`src/rtl/i2c_arbiter.sv`:
```
`default_nettype none
// +--------------------------------------------------------------------------+
// | Module      : i2c_arbiter                                                |
// | Description : Round-robin arbiter/sequencer sharing one i2c master       |
// |               between N_REQ clients, with a watchdog that pulses the     |
// |               master reset when a transaction hangs.                     |
// | Revision    : 1.0 - initial release                                      |
// +--------------------------------------------------------------------------+
module i2c_arbiter #(
  parameter int N_REQ   = 4,
  parameter int BYTES_W = 3,
  parameter int BYTES_R = 2,
  parameter int TIMEOUT = 65535
) (
  input  logic                              clk,
  input  logic                              rst,
  input  logic [N_REQ-1:0]                  req_v,
  input  logic [N_REQ-1:0][7:0]             req_addr,
  input  logic [N_REQ-1:0]                  req_op,
  input  logic [N_REQ-1:0]                  req_ptr,
  input  logic [N_REQ-1:0][BYTES_W-1:0][7:0] req_data,
  output logic [N_REQ-1:0]                  req_ack,
  output logic [N_REQ-1:0]                  rsp_v,
  output logic [BYTES_R-1:0][7:0]           rsp_data,
  output logic                              rsp_err,
  output logic [$clog2(N_REQ)-1:0]          grant_id,
  output logic                              arb_busy,
  output logic                              m_vin,
  output logic                              m_opcode,
  output logic                              m_ptr_set,
  output logic [7:0]                        m_ain,
  output logic [BYTES_W-1:0][7:0]           m_din,
  output logic                              m_rst,
  input  logic                              m_busy,
  input  logic                              m_vout,
  input  logic [BYTES_R-1:0][7:0]           m_dout
);

  localparam int c_IDW = $clog2(N_REQ);
  localparam int c_WDW = $clog2(TIMEOUT + 1);

  localparam logic [2:0] c_IDLE  = 3'd0;
  localparam logic [2:0] c_WAIT  = 3'd1;
  localparam logic [2:0] c_RUN   = 3'd2;
  localparam logic [2:0] c_DONE  = 3'd3;
  localparam logic [2:0] c_ABORT = 3'd4;

  localparam logic [N_REQ-1:0] c_ONE = {{(N_REQ-1){1'b0}}, 1'b1};

  logic [2:0]              r_state;
  logic [c_IDW-1:0]        r_rr_last;
  logic [c_WDW-1:0]        r_wd;
  logic                    r_rd_seen;
  logic [BYTES_R-1:0][7:0] r_rdata;

  logic [31:0]             w_sum;
  logic [c_IDW-1:0]        w_idx;
  logic [c_IDW-1:0]        w_gnt;
  logic [N_REQ-1:0]        w_gnt_oh;
  logic [N_REQ-1:0]        w_cur_oh;
  logic                    w_wd_exp;
  logic [c_WDW-1:0]        w_wd_inc;

  // Round-robin pick: scan offsets from rr_last+N down to rr_last+1 so the
  // smallest offset (the next client after the last grant) wins.
  always_comb begin
    w_sum = '0;
    w_idx = '0;
    w_gnt = r_rr_last;
    for (int i = N_REQ; i >= 1; i--) begin
      w_sum = 32'(r_rr_last) + 32'(i);
      w_idx = c_IDW'(w_sum % 32'(N_REQ));
      if (req_v[w_idx]) begin
        w_gnt = w_idx;
      end
    end
  end

  // One-hot decodes and saturating watchdog helpers.
  always_comb begin
    w_gnt_oh = c_ONE << w_gnt;
    w_cur_oh = c_ONE << grant_id;
    w_wd_exp = (r_wd == c_WDW'(TIMEOUT - 1));
    w_wd_inc = (r_wd == {c_WDW{1'b1}}) ? r_wd : r_wd + c_WDW'(1);
  end

  // Sequencer: grant, track master handshake, report completion or abort.
  always_ff @(posedge clk) begin
    if (rst) begin
      r_state   <= c_IDLE;
      r_rr_last <= c_IDW'(N_REQ - 1);
      r_wd      <= '0;
      r_rd_seen <= 1'b0;
      r_rdata   <= '0;
      req_ack   <= '0;
      rsp_v     <= '0;
      rsp_data  <= '0;
      rsp_err   <= 1'b0;
      grant_id  <= '0;
      arb_busy  <= 1'b0;
      m_vin     <= 1'b0;
      m_opcode  <= 1'b0;
      m_ptr_set <= 1'b0;
      m_ain     <= '0;
      m_din     <= '0;
      m_rst     <= 1'b0;
    end else begin
      req_ack <= '0;
      rsp_v   <= '0;
      m_vin   <= 1'b0;
      m_rst   <= 1'b0;
      case (r_state)
        c_IDLE: begin
          if (|req_v) begin
            m_ain     <= req_addr[w_gnt];
            m_opcode  <= req_op[w_gnt];
            m_ptr_set <= req_ptr[w_gnt];
            m_din     <= req_data[w_gnt];
            r_rr_last <= w_gnt;
            grant_id  <= w_gnt;
            req_ack   <= w_gnt_oh;
            m_vin     <= 1'b1;
            r_wd      <= '0;
            r_rd_seen <= 1'b0;
            arb_busy  <= 1'b1;
            r_state   <= c_WAIT;
          end
        end
        c_WAIT: begin
          r_wd <= w_wd_inc;
          if (w_wd_exp) begin
            r_state <= c_ABORT;
          end else if (m_busy) begin
            r_state <= c_RUN;
          end
        end
        c_RUN: begin
          r_wd <= w_wd_inc;
          if (m_vout) begin
            r_rdata   <= m_dout;
            r_rd_seen <= 1'b1;
          end
          if (w_wd_exp) begin
            r_state <= c_ABORT;
          end else if (!m_busy) begin
            r_state <= c_DONE;
          end
        end
        c_DONE: begin
          rsp_v    <= w_cur_oh;
          rsp_data <= m_opcode ? r_rdata : '0;
          rsp_err  <= m_opcode & ~r_rd_seen;
          arb_busy <= 1'b0;
          r_state  <= c_IDLE;
        end
        c_ABORT: begin
          m_rst    <= 1'b1;
          rsp_v    <= w_cur_oh;
          rsp_err  <= 1'b1;
          rsp_data <= '0;
          arb_busy <= 1'b0;
          r_state  <= c_IDLE;
        end
        default: begin
          arb_busy <= 1'b0;
          r_state  <= c_IDLE;
        end
      endcase
    end
  end

endmodule
`default_nettype wire

```
`config.mk`:
```
export PLATFORM = sky130hd
export DESIGN_NAME = i2c_arbiter
export DESIGN_NICKNAME = d
export VERILOG_FILES = /design/src/rtl/i2c_arbiter.sv
export SDC_FILE = /design/constraint.sdc
export NUM_CORES = 1
export LEC_CHECK = 0
export CORE_MARGIN = 1
export CORE_UTILIZATION = 30
export CTS_BUF_LIST = sky130_fd_sc_hd__clkbuf_8
export CTS_CLUSTER_SIZE = 8
export DETAILED_ROUTE_END_ITERATION = 6
export PLACE_DENSITY = 0.58
export SLEW_MARGIN = 20
export SYNTH_ARGS = -nofsm -noshare
export SYNTH_HDL_FRONTEND = slang
export SYNTH_SLANG_ARGS = --single-unit
```
`constraint.sdc`:
```
create_clock -name clk -period 4.16 [get_ports clk]
set_input_delay 0.416 -clock clk [delete_from_list [all_inputs] [get_ports clk]]
set_output_delay 0.416 -clock clk [all_outputs]
set_load 0.02 [all_outputs]
```
==> results.cfg <==
[worst_setup_path]
r2r_cells = 6
r2r_slack_ns = 1.47
critical_path_required_ns = 4.43
slowest_delay_ns = 0.53
crit_top_cell = buf_4
r2r-start = r_rr_last[1]
path_cells = clkdlybuf4s50_1 > or3b_2 > buf_4 > and3_2 > buf_4 > mux2i_1 > o211ai_2
cp_max_fo = 69
r2r_end = m_din[1]
critPathKind = input pin to flop
crit_slowest_cell = buf_4
cp-end-kind = flop
startpoint_type = input pin
worstPathArrival_ns = 3.05

[outcome]
status = completed

[flow_run]
cap_viol_max_count = 0

[route]
avgViaCountPerCell = 4.980
dr_total_vias = 5423
drc = 0
wl_per_cell_um = 16.42
antenna_left = 0
dr.pass1.iters = 4
drt_iter0_markers = 248
totalWireLength_um = 17880

[clocking]
clk_pin_slew_ns = 0.12
clockRootBuffer = clkbuf_8
clockBufferDepth = 2
cts_hold_buf = 0
ctsHtreeMaxLevel = 3
cts_tree = built
ctsResizeCount = 0
cts_num_sinks = 102
postCtsSetupBuffers = 0
clock_latency_ns = 0.40
cts_buffers = 9

[worst_hold_path]
hold_end = r_rdata[11]
holdPathStages = 2
worstHoldStart = r_rdata[11]
min_path_type = flop to flop

[power_and_ir_drop]
clkPwrFrac_pct = 25.8
p_int_mw = 1.673
combPwrFrac_pct = 30.6
powerDensity_nw_per_um2 = 323.2
swShare_pct = 34.05
p_leak_nw = 3.074
peakVddDrop_uv = 131.0
seqPwrFrac_pct = 43.5
finalPower_mw = 2.537
p_sw_mw = 0.8640

[placement]
place.gp.congestion = 0.7892
dpl_cell_area_sq_um = 7655
dp_hpwl_um = 12310
placed_cells = 1073
port_buffers = 223

[logic_synthesis]
synth_edf_count = 0
async_reset_ff_share_pct = 0
yosysUniqueCellTypes = 52
netlist.area_leader.share_pct = 38.32
synth_area_sq_um = 5329
yosysTopAreaCell = dfxtp_1
syn_nets = 834
synth_warnings = 0
synthCells = 672
ys_seq_area_share_pct = 38.32
avgSynthCellArea_sq_um = 7.930
ys_seq_elements = 102
synthTopCellsByArea = dfxtp_1, nand2_1, o211ai_2, mux2i_1, a31oi_1
synthFlopType = dfxtp_1

[floorplanning]
die_h_um = 135.3
num_rows = 48
die_w_um = 135.3
pin_count = 224
core_sq_um = 17300
dieArea_sq_um = 18300
start_util_pct = 30.81

[global_routing]
grt_max_degree = 70
use_met1_pct = 23.53
grt.met3_usage_pct = 5.387
grt_overflow = 0
use_met2_pct = 33.13
grt_pass1_vias = 5246
antenna_found_initial = 0
grt_pass1_wl_um = 27520
busiest_layer = met2
grtUsageTotal_pct = 19.48

[timing]
tns_ns = 0
tightest_slew_ns = 1.036
period_share_pct = 66.69
setup_viol = 0
hold_violations = 0
drv_slew = 0
fin_crit_ns = 2.774
finClkSkew_ns = 0.01665
maxSlewHeadroom_pct = 30.74
timing.fmax_mhz = 360.5
rsz0062_at_grt = no

[layout]
stdcell_area_sq_um = 7851
drive_above_1_share_pct = 8.333
antenna_cells = 0
final_util_pct = 45.39
finalNetCount = 1021
syn2layout_area_growth_pct = 47.34
register_area_sq_um = 2042
multi_input_area_sq_um = 2877
fillCellCount = 1750
fin_cells = 1089
## stage by stage
step / setup WS [ns] / hold slack [ns]
2_1_floorplan: 2.358 / 0.4323
3_3_place_gp: 1.017 / 0.4432
3_5_place_dp: 0.9532 / 0.4473
4_1_cts: 1.398 / 0.4632
5_1_grt: 1.227 / 0.4751
6_report: 1.386 / 0.4592
## power by group through the flow
stage,clock network (mW),logic [mW],registers (mW)
after floorplan,0,0.345,1.19
after global placement,0,0.780,1.13
after CTS,0.688,0.784,1.11
after detailed placement,0,0.783,1.13
final,0.656,0.777,1.10
after global routing,0.721,0.836,1.12
## state kept, by name, summed over array words and instances (netlist names)
name	flops
r_rdata	16
m_vin	1
arb_busy	1
rsp_err	1
rsp_data	16
m_opcode	1
r_rd_seen	1
m_ptr_set	1
m_din	24
r_wd	16
m_ain	8
rsp_v	4
m_rst	1
grant_id	2
r_rr_last	2
r_state	3
req_ack	4
## routing by layer
layer / up-vias / wire length [um]
li1: 2738 / -
met1: 2480 / 7771
met2: 185 / 8465
met3: 20 / 1339
met4: 0 / 306
met5: - / 0
## cell usage after synthesis, drive strengths merged, types with 6 or more instances
| library cell | instances |
|---|---|
| nand3 | 7 |
| nor4 | 8 |
| nor3 | 40 |
| o211ai | 38 |
| buf | 20 |
| dfxtp | 102 |
| nor2 | 42 |
| nand2 | 120 |
| or3 | 6 |
| clkbuf | 35 |
| a22oi | 15 |
| inv | 42 |
| a21oi | 34 |
| a31oi | 36 |
| o21ai | 43 |
| mux2i | 35 |
## how the worst max path moves through the flow
stage,startpoint,to,slack [ns],cells past startpoint
2_1_floorplan,req_v[1],r_wd[11],2.36,6
3_3_place_gp,req_v[3],m_din[18],1.02,7
3_5_place_dp,req_v[3],m_din[1],0.95,7
4_1_cts,req_v[3],m_ain[6],1.40,7
5_1_grt,req_v[3],m_din[2],1.23,7
6_report,req_v[3],m_din[1],1.39,7
## placed cells by master (no fill, tap or decap), drive strengths merged, types with 3 or more instances in the layout
master	netlist	layout
clkdlybuf4s50	0	223
nand2	120	120
dfxtp	102	102
inv	42	46
o21ai	43	43
nor2	42	42
nor3	40	40
o211ai	38	38
a31oi	36	36
mux2i	35	35
a21oi	34	34
a22oi	15	15
clkbuf	35	9
nor4	8	8
buf	20	8
nand3	7	7
or3	6	6
xnor2	5	5
and3	5	5
or4	5	5
or2	5	5
nand2b	3	3
nand4	3	3
clkinv	1	3
## cell type report
type,instances,share of cell area [%]
well taps,225,3.586
inverters,43,2.072
multi-input cells,472,36.64
flip-flops and latches,102,26.01
clock inverters,7,0.9243
clock buffers,9,1.578
repair buffers,231,29.20
## kinds of logic (layout without fill, tap and decap cells)
family                     after synthesis  count (layout)  share of synthesized area [%]
xor gates and xnor gates                 7               7                          1.151
muxes                                   35              35                          6.574
DFF                                    102             102                          38.32
and+or+nand+nor                        251             251                          21.62
AOI/OAI and AO/OA                      177             177                          23.88
buffers and inverters                   98             290                          7.983
adders and majority gates                2               2                         0.4695
## critical path: cells and delay by family
family / cells / cell delay [ns]
muxes: 1 / 0.31
buffers and inverters: 3 / 1.54
AOI/OAI and AO/OA: 1 / 0.09
and+or+nand+nor: 2 / 0.66
No activity file was read; power rests on OpenSTA's default activity.
